===== config.mk =====
export PLATFORM = sky130hd
export DESIGN_NAME = hamming_decoder
export DESIGN_NICKNAME = d
export VERILOG_FILES = /design/src/rtl/hamming_pkg.sv /design/src/rtl/hamming_err_counter.sv /design/src/rtl/hamming_decoder.sv
export SDC_FILE = /design/constraint.sdc
export NUM_CORES = 1
export LEC_CHECK = 0
export CORE_ASPECT_RATIO = 1.5
export CORE_MARGIN = 3
export CORE_UTILIZATION = 45
export CTS_CLUSTER_DIAMETER = 80
export DETAILED_ROUTE_END_ITERATION = 7
export PLACE_DENSITY = 0.71
export SYNTH_ARGS = -nofsm -noshare
export SYNTH_HDL_FRONTEND = slang
export SYNTH_SLANG_ARGS = --single-unit

===== constraint.sdc =====
create_clock -name clk -period 2.4 [get_ports clk]
set_clock_uncertainty 0.2 [all_clocks]
set_input_delay 0.72 -clock clk [delete_from_list [all_inputs] [get_ports clk]]
set_output_delay 0.72 -clock clk [all_outputs]
set_load 0.02 [all_outputs]

===== src/rtl/hamming_pkg.sv =====
// Shared Hamming(12,8) definitions: widths, parity masks and the syndrome/extract helpers.
// The encoder builds its parity bits from the same masks, so both ends agree by construction.
package hamming_pkg;

  localparam int CW_W   = 12;
  localparam int DATA_W = 8;
  localparam int SYN_W  = 4;

  // Mask i selects every codeword position whose 1-based index has bit i set.
  localparam logic [CW_W-1:0] PARITY_MASK [SYN_W] = '{
    12'h555,
    12'h666,
    12'h878,
    12'hF80
  };

  function automatic logic [SYN_W-1:0] hamming_syndrome(input logic [CW_W-1:0] cw);
    logic [SYN_W-1:0] syn;
    syn = '0;
    for (int i = 0; i < SYN_W; i++) begin
      syn[i] = ^(cw & PARITY_MASK[i]);
    end
    return syn;
  endfunction

  function automatic logic [DATA_W-1:0] hamming_extract(input logic [CW_W-1:0] cw);
    return {cw[11:8], cw[6:4], cw[2]};
  endfunction

endpackage


===== src/rtl/hamming_err_counter.sv =====
// Saturating event counter; clear wins over a same-edge increment.
module hamming_err_counter #(
  parameter int CNT_W = 16
) (
  input  logic             clk,
  input  logic             arstn,
  input  logic             inc,
  input  logic             clr,
  output logic [CNT_W-1:0] count
);

  always_ff @(posedge clk or negedge arstn) begin
    if (!arstn) begin
      count <= '0;
    end else if (clr) begin
      count <= '0;
    end else if (inc && (count != {CNT_W{1'b1}})) begin
      count <= count + 1'b1;
    end
  end

endmodule


===== src/rtl/hamming_decoder.sv =====
// Two-stage Hamming(12,8) SEC decoder: stage 1 registers word and syndrome,
// stage 2 corrects, extracts data and raises the error flags.
module hamming_decoder
  import hamming_pkg::*;
#(
  parameter int CNT_W = 16
) (
  input  logic              clk,
  input  logic              arstn,
  input  logic              in_valid,
  input  logic [CW_W-1:0]   hc_in,
  input  logic              cnt_clr,
  output logic [DATA_W-1:0] data_out,
  output logic              data_valid,
  output logic              err_corr,
  output logic              err_uncorr,
  output logic [CNT_W-1:0]  corr_cnt,
  output logic [CNT_W-1:0]  uncorr_cnt
);

  // Handshake: in_valid and data_valid are pure valid qualifiers with no ready.
  // Every cycle with in_valid=1 yields exactly one data_valid pulse two edges later.

  logic              s1_valid;
  logic [CW_W-1:0]   s1_cw;
  logic [SYN_W-1:0]  s1_syn;

  logic              is_corr;
  logic              is_uncorr;
  logic              set_corr;
  logic              set_uncorr;
  logic [CW_W-1:0]   fixed_cw;

  always_ff @(posedge clk or negedge arstn) begin
    if (!arstn) begin
      s1_valid <= 1'b0;
      s1_cw    <= '0;
      s1_syn   <= '0;
    end else begin
      s1_valid <= in_valid;
      if (in_valid) begin
        s1_cw  <= hc_in;
        s1_syn <= hamming_syndrome(hc_in);
      end
    end
  end

  // Syndromes 13..15 point past the codeword, so they can only come from multi-bit errors.
  always_comb begin
    is_corr   = (s1_syn != '0) && (s1_syn <= 4'd12);
    is_uncorr = (s1_syn >= 4'd13);
    fixed_cw  = s1_cw;
    if (is_corr) begin
      fixed_cw = s1_cw ^ (12'(1) << (s1_syn - 4'd1));
    end
    set_corr   = s1_valid && is_corr;
    set_uncorr = s1_valid && is_uncorr;
  end

  always_ff @(posedge clk or negedge arstn) begin
    if (!arstn) begin
      data_out   <= '0;
      data_valid <= 1'b0;
      err_corr   <= 1'b0;
      err_uncorr <= 1'b0;
    end else begin
      data_valid <= s1_valid;
      err_corr   <= set_corr;
      err_uncorr <= set_uncorr;
      if (s1_valid) begin
        data_out <= hamming_extract(fixed_cw);
      end
    end
  end

  hamming_err_counter #(.CNT_W(CNT_W)) u_corr_cnt (
    .clk   (clk),
    .arstn (arstn),
    .inc   (set_corr),
    .clr   (cnt_clr),
    .count (corr_cnt)
  );

  hamming_err_counter #(.CNT_W(CNT_W)) u_uncorr_cnt (
    .clk   (clk),
    .arstn (arstn),
    .inc   (set_uncorr),
    .clr   (cnt_clr),
    .count (uncorr_cnt)
  );

endmodule


# Word-level counts from Yosys, hierarchy flattened
# Index checks and enable logic that the tools add are counted.
# Widths: inputs -> output; s select.
# totals
regBits	60
latchBits	0
mem_bits_rw	0
rom_bits	0
input_bits	16
output_inout_bits	43
wordCells	35
n_memories	0
# op_classes
addsub	3
n_mul	0
div	0
order_cmp	2
n_eq_ne	2
shift	1
n_mux	5
bitwise	1
reduce_logical	12
# op_table
op	n
$mux 16	4
$reduce_xor 12->1	4
$add 16x1->16 const B	2
$ne 16x16->1 const B	2
$mux 12	1
$shl 1x4->12 const A	1
$xor 12x12->12	1
$logic_and 1x1->1	5
$ge 4x4->1 const B	1
$le 4x4->1 const B	1
$reduce_bool 2->1	2
$reduce_bool 4->1	1
$sub 4x1->4 const B	1

# Logic depth before layout (Yosys ltp)
# depth
ltp_word	6
mapped_depth	8
ltp_nobuf	5

# By module
# From an unflattened synthesis, not the netlist that was laid out.
# unflattened
cells_unflattened	290
hier_area_um2	3064.2
# modules_own_cells
mod	instances	cells_each	area_each_um2
hamming_err_counter	2	98	942.2
hamming_decoder	1	94	1179.9

# Least setup slack after synthesis
# Ideal clock, no wire load.
# synth_path
path_type	register -> register
startpoint	reg u_corr_cnt.count[0]
endpoint	reg u_corr_cnt.count[15]
arrival_ns	1.845
path_slack_ns	0.230
path_stages_with_launch	7
n_path_buf	1
synth_period_minus_slack_ns	2.170
path_cell_list	dfrtp_1 -> ha_1 -> and4_1 -> nor4bb_1 -> clkbuf_1 -> nor4_1 -> mux2_2
# synth_via
elab_chain_cells	3
elab_cells_between_ends	6
# synth_lines
element	line	rtl
from (decl)	hamming_err_counter.sv:9	output logic [CNT_W-1:0] count
from (signal assigned)	hamming_err_counter.sv:18	count <= count + 1'b1;
$add 16x1->16 or $ne 16x16->1 (tied branches)	hamming_err_counter.sv:18, hamming_err_counter.sv:17	
$mux 16 or $logic_and 1x1->1 (tied branches)	hamming_err_counter.sv:17	end else if (inc && (count != {CNT_W{1'b1}})) begin
$mux 16 or $reduce_bool 2->1 (tied branches)	n/a	
# Several ways; a longest one is shown, not always the timed one. The select of a mux whose other input is x is not followed.
# A chain may end at the register's enable or synchronous reset.

# Worst setup path in the final report
# layout_path
startpoint	reg u_uncorr_cnt.count[2]
endpoint	out uncorr_cnt[2]
# layout_rtl
element	line	rtl
from (decl)	hamming_err_counter.sv:9	
from (signal assigned)	hamming_err_counter.sv:18	
to (decl)	hamming_decoder.sv:18	output logic [CNT_W-1:0] uncorr_cnt
# No word-level cell between the ends.

==> results.sh <==
export IMPL_status="complete, no violations"
export IMPL_drt_initial_drc_count=175
export IMPL_rsz0062_at_grt="false"
export IMPL_drc_errors=0
export IMPL_clock_root_buffer="clkbuf_8"
export IMPL_stdcell_count=433
export IMPL_cts_tree="done"
export IMPL_worstPathArrival_ps=1430
export IMPL_drt_wirelength_per_cell_um=14.5
export IMPL_firstDrtPassIters=4
export IMPL_dpl_cell_count=425
export IMPL_pin_count=59
export IMPL_synthMuxAreaShare_pct=6.78
export IMPL_gp_congestion=0.834
export IMPL_fp_dieH_um=105
export IMPL_critPathMaxStageDelay_ps=640
export IMPL_synth_cells=299
export IMPL_synthXorXnorAreaFrac_pct=7.08
export IMPL_path_delay_family="buffers and inverters"
export IMPL_post_cts_buffers=0
export IMPL_crit_path_top_delay_cell="clkdlybuf4s50_1"
export IMPL_setup_tns_ps=0
export IMPL_reg2regPathDepth=6
export IMPL_synth_top_family_by_area="simple AND/OR/NAND/NOR gates"
export IMPL_hold_path_class="input port to asynchronous set/reset pin"
export IMPL_irDropWorstVdd_mv=0.350
export IMPL_final_nets=376
export IMPL_slew_viol_final=0
export IMPL_fillCellCount=580
export IMPL_maxSlewHeadroom_pct=64.8
export IMPL_finalSetupViolations=0
export IMPL_clock_fmax_ghz=0.425
export IMPL_yosysSeqAreaShare_pct=47.2
export IMPL_initial_core_util_pct=47.4
export IMPL_grt_pass1_wl_mm=10.7
export IMPL_via_count=2464
export IMPL_cp_required_ps=1480
export IMPL_path_buf_inv=1
export IMPL_leakagePower_nw=1.48
export IMPL_layout_common_cells="dfrtp_1, clkdlybuf4s50_1, a21oi_1"
export IMPL_ctsHtreeMaxLevel=2
export IMPL_hold_viol_final=0
export IMPL_crit_chain="clkdlybuf4s50_1"
export IMPL_track_usage_pct=17.4
export IMPL_path_class="register to output port"
export IMPL_crit_fanout=6
export IMPL_wl_mm=6.29
export IMPL_finalCriticalPeriod_ps=2350
export IMPL_drive_above_1_share_pct=11.7
export IMPL_multi_input_area_um2=1480
export IMPL_first_global_vias=2330
export IMPL_synthSimpleGateAreaFrac_pct=21.9
export IMPL_ys_warn_count=0
export IMPL_ant_nets=0
export IMPL_maxCapViolCount=0
export IMPL_synth_compound_area_share_pct=12.9
export IMPL_synth_net_count=317
export IMPL_synth_area_um2=2970
export IMPL_synth_adder_area_share_pct=0.843
export IMPL_finalCritPeriodShare_pct=98.1
export IMPL_n_antenna_cell=0
export IMPL_place_hpwl_mm=4.64
export IMPL_grt_start_max_net_pins=41
export IMPL_worstSetupPathDepth=1
export IMPL_clk_latency_ps=320
export IMPL_cts_made_buffers=5
export IMPL_clk_pin_slew_ps=110
export IMPL_worstSetupEndpointType="output port"
export IMPL_port_buffers=58
export IMPL_viasPerCell=5.69
export IMPL_die_x_um=72.3
export IMPL_core_um2=6260
export IMPL_ctsLongestPathBuffers=2
export IMPL_final_common_cell="dfrtp_1"
export IMPL_clock_sinks=56
export IMPL_worst_slew_pin_slew_ps=528
export IMPL_placementRows=35
export IMPL_powerDensity_nw_per_um2=563
export IMPL_dieArea_um2=7630
export IMPL_start_kind="register"
export IMPL_ys_seq_elements=56
export IMPL_areaGrowthSynthToFinish_pct=26.9
export IMPL_synthDistinctLibCells=37
export IMPL_antenna_found_initial=0
export IMPL_grt_ovfl_total=0
export IMPL_syn_area_per_cell_um2=9.93
export IMPL_seqCellArea_um2=1400
## final cells by class
type | instances | area share (%)
Clock buffer | 5 | 1.83
Clock inverter | 3 | 0.498
Inverter | 6 | 0.598
Multi-Input combinational cell | 222 | 39.2
Sequential cell | 56 | 37.2
Tap cell | 74 | 2.46
Timing Repair Buffer | 67 | 18.3
## routing by layer
metal / wire length [um] / GRT usage [%]
met1: 2520 / 19.8
met3: 257 / 2.86
met5: 0 / 0
met2: 3350 / 31.1
met4: 163 / 7.80
## state kept, by name, indices dropped and copies added, names as in the netlist
name,cells
u_corr_cnt.count,16
u_uncorr_cnt.count,16
data_out,8
s1_cw,8
s1_syn,4
data_valid,1
err_corr,1
err_uncorr,1
s1_valid,1
## cell families (layout without fill, tap and decap cells)
group                    count (synthesis)  count (layout)
AO/OA/AOI/OAI                           60              60
XOR/XNOR                                24              24
adder cells (fa/ha/maj)                  2               2
buffers and inverters                   21              81
flip-flops                              56              56
multiplexers                            18              18
AND/OR/NAND/NOR                        118             118
## repair_timing
item,4_1_cts,5_1_grt
hold buffers,0,0
endpoints found under the setup margin,0,3
gates resized for setup,0,3
## synthesized netlist by cell type (all sizes together)
cell	n	area share, %
dfrtp	56	47
a21oi	32	5.4
nor2	27	3.4
xnor2	21	6.2
nand2	18	2.3
mux2	17	6.4
o31ai	16	4.0
or4	16	4.2
clkbuf	9	1.1
nor4	9	1.9
nand4	8	1.7
nand3	7	1.2
nor2b	7	1.5
buf	6	1.4
inv	6	0.76
nor3	5	0.84
and3	4	0.84
nand2b	4	0.84
o21ai	4	0.67
or3	4	0.84
and4	3	0.89
o31a	3	0.89
xor2	3	0.89
ha	2	0.84
o211ai	2	0.51
or2b	2	0.51
and2	1	0.21
mux2i	1	0.34
nand3b	1	0.25
nor4bb	1	0.34
o2111ai	1	0.51
o21ba	1	0.34
o311ai	1	0.55
or2	1	0.21
## final timing paths
path,slack [ps],end,start
worst max-delay path,50,uncorr_cnt[2],u_uncorr_cnt.count[2]
worst min-delay path,180,s1_syn[1],arstn
worst max register to register,180,u_corr_cnt.count[7],u_corr_cnt.count[0]
worst min register to register,340,s1_cw[11],s1_cw[11]
max in group asynchronous,1270,u_corr_cnt.count[13],arstn
min in group clk,340,s1_cw[11],s1_cw[11]
## report_power, final
part           total (mW)  leakage (nW)  switching [mW]  internal [mW]
combinational       0.501         0.705           0.255          0.247
sequential           1.10         0.723          0.0770           1.02
clock               0.525        0.0479           0.320          0.205
total                2.12          1.48           0.652           1.47
## metrics by stage
step           total power [mW]  hold slack [ps]  cell area (um2)  worst slack (ps)  utilization (%)
6_report                   2.12              180             3770              46.4             60.2
5_1_grt                    2.23              199             3770              8.36             60.2
4_1_cts                    2.15              185             3760              31.4             60.0
3_5_place_dp               1.63              314             3670               129             58.6
3_3_place_gp               1.61              306             3670               177             58.6
2_1_floorplan              1.42              155             2970               230                -
Note: power is estimated with default switching activity, not from simulation.
==> variant: new RTL, same flow settings <==
Reset style: synchronous (`arstn`), changed in 3 clocked blocks.
--- a/src/rtl/hamming_err_counter.sv
+++ b/src/rtl/hamming_err_counter.sv
@@ -9,7 +9,7 @@
   output logic [CNT_W-1:0] count
 );
 
-  always_ff @(posedge clk or negedge arstn) begin
+  always_ff @(posedge clk) begin
     if (!arstn) begin
       count <= '0;
     end else if (clr) begin
--- a/src/rtl/hamming_decoder.sv
+++ b/src/rtl/hamming_decoder.sv
@@ -31,7 +31,7 @@
   logic              set_uncorr;
   logic [CW_W-1:0]   fixed_cw;
 
-  always_ff @(posedge clk or negedge arstn) begin
+  always_ff @(posedge clk) begin
     if (!arstn) begin
       s1_valid <= 1'b0;
       s1_cw    <= '0;
@@ -57,7 +57,7 @@
     set_uncorr = s1_valid && is_uncorr;
   end
 
-  always_ff @(posedge clk or negedge arstn) begin
+  always_ff @(posedge clk) begin
     if (!arstn) begin
       data_out   <= '0;
       data_valid <= 1'b0;
Function: differs if arstn is asserted again (counterexample within 4 cycles, from zero or initial values and one cycle with arstn low); with arstn held inactive, the same outputs for 10 cycles.
==> variant against the original RTL <==
Worst setup slack improved by 0.016 ns. Cell area decreased by 1.3%. Routed wire length is 3.3% higher. First-iteration DRC count shrank 29%. Non-clock buffer count grew 3. Largest cell class unchanged. Synthesized area shrank 1.5%. Via count increased by 6.5%. Sequential cell count stayed put.
Power is not compared: it rests on default switching activity, and its combinational part moved more than twofold at a synthesized area within 25%.
==> variant: results (changes against the original RTL) <==
| Metric | Value |
|---|---|
| Status | finished, final reports clean |
| Gpl congestion | 0.8110 (-2.8%) |
| Largest cells by area after synthesis | dfxtp_1 (38%), mux2i_1 (8.6%), xnor2_1 (5.7%) |
| Post-synth ARST share | 0% (-100 points) |
| Largest net degree at the start of global routing | 31 (-24%) |
| DRT Pass-1 Iters | 4 (unchanged) |
| Iteration-0 DRC count of the detailed router | 124 (-29%) |
| WL/cell | 14.07 µm (-3.2%) |
| Setup ws final | 0.06204 ns (+0.01567 ns) |
| Worst hold path type | reg2reg |
| # nets final | 406 (+8.0%) |
| # fillers | 574 (-1.0%) |
| VDD IR max | 0.0002846 V |
| P_sw | 0.4466 mW |
| CP max stage delay | 0.66 ns (+0.02 ns) |
| Post-Place Setup Slack | 0.1176 ns (-0.01134 ns) |
| Vias in the first global route | 2361 (+1.3%) |
| Flop-to-flop setup slack | 0.32 ns (+0.14 ns) |
| Number of vias per cell | 5.680 (-0.19%) |
| Sequential area share after synthesis | 38.32% (-8.9 points) |
| First-pass GRT wire length | 11040 µm (+3.6%) |
| Met1 capacity usage during global routing | 22.54% (+2.7 points) |
| Worst slew pin tran | 0.6031 ns (+0.07524 ns) |
| DP HPWL | 4862 µm (+4.7%) |
| Mapped Nets | 346 (+9.1%) |
| Post-synth top cells | dfxtp_1 (56), nand2_1 (38), mux2i_1 (25), nor2_1 (23), xnor2_1 (19) |
| Placed instance count | 455 (+7.1%) |
| Critical Path Fanout Max | 7 (+1) |
| Worst-Skew Late Latency | 0.31 ns |
| Count of input and output buffers | 58 (unchanged) |
| Top_reg_cell synth | dfxtp_1 |
| Met3 Use GR | 2.695% (-0.17 points) |
| Via count | 2624 (+6.5%) |
| CTS H-tree depth | 2 (unchanged) |
| Fin Hold WS | 0.2901 ns (+0.1100 ns) |
| Syn avg cell area | 8.919 µm² (-10%) |
| Slowest CP cell | clkdlybuf4s50_1 |
| Synth unique cells | 47 (+27%) |
| ANT cells | 0 (unchanged) |
| Met2 usage | 30.79% (-0.31 points) |
| Share of layout cells above drive strength 1 | 8.763% (-2.9 points) |
| CTS root buffer | clkbuf_8 |
| Overall Global Routing Usage | 17.76% (+0.32 points) |
-- variant: changes by cell type after synthesis, moves of 11 or more --
cell / unedited run / this run
nand2_1: 18 / 38
a21oi_1: 32 / 13
mux2_2: 17 / 0
nand2b_1: 4 / 15
or4_1: 15 / 4
dfxtp_1: 0 / 56
o31ai_1: 16 / 5
dfrtp_1: 56 / 0
mux2i_1: 1 / 25
a211oi_1: 0 / 17
-- variant: path summary, 6_finish.rpt --
| kind | from | endpoint | cells past startpoint |
|---|---|---|---|
| worst max-delay path | u_corr_cnt.count[12] | corr_cnt[12] | 1 |
| worst min-delay path | data_out[4] | data_out[4] | 2 |
| worst max register to register | s1_syn[0] | u_uncorr_cnt.count[10] | 4 |
| worst min register to register | data_out[4] | data_out[4] | 2 |
-- variant: final cells by class --
cell class	instances	share of cell area (%)
multi-input combinational	250	45.73
tap	74	2.490
inverter	5	0.5047
sequential	56	30.18
clock buffer	7	2.591
timing repair buffer	70	18.51
-- variant: per-stage QoR --
step           area, µm²  power [mW]
2_1_floorplan       2925       1.177
5_1_grt             3719       1.877
6_report            3719       1.788
3_3_place_gp        3616       1.257
3_5_place_dp        3616       1.263
4_1_cts             3712       1.810
-- variant: power by group through the flow --
stage | sequential (mW) | combinational (mW) | clock (mW)
2_1_floorplan | 1.01 | 0.170 | 0
3_3_place_gp | 1.02 | 0.238 | 0
3_5_place_dp | 1.02 | 0.243 | 0
4_1_cts | 0.998 | 0.244 | 0.568
5_1_grt | 1.00 | 0.263 | 0.609
6_report | 0.998 | 0.241 | 0.549
-- variant: cell families (layout without fill, tap and decap cells) --
group	Yosys count	after routing	share of synthesized area, %
buf+inv	22	82	3.635
xor+xnor	24	24	7.186
mux	25	25	8.554
flops	56	56	38.32
compound gates	58	58	14.50
fa+ha+maj	2	2	0.8553
simple gates	141	141	26.95
-- variant: worst min-delay path, stage by stage (launching register included) --
cell,delay [ns]
dfxtp_1,0.32
nor2_1,0.08
a211oi_1,0.05
-- variant: repair_timing --
item,CTS,global route
hold buffers,0,0
gates resized for setup,0,3
endpoints found under the hold margin,0,0
endpoints found under the setup margin,0,3
-- variant: metal layers --
layer | vias to the layer above | part of all wire, %
li1 | 1323 | -
met1 | 1233 | 44
met2 | 59 | 51
met3 | 9 | 3.6
met4 | 0 | 1.3
met5 | - | 0
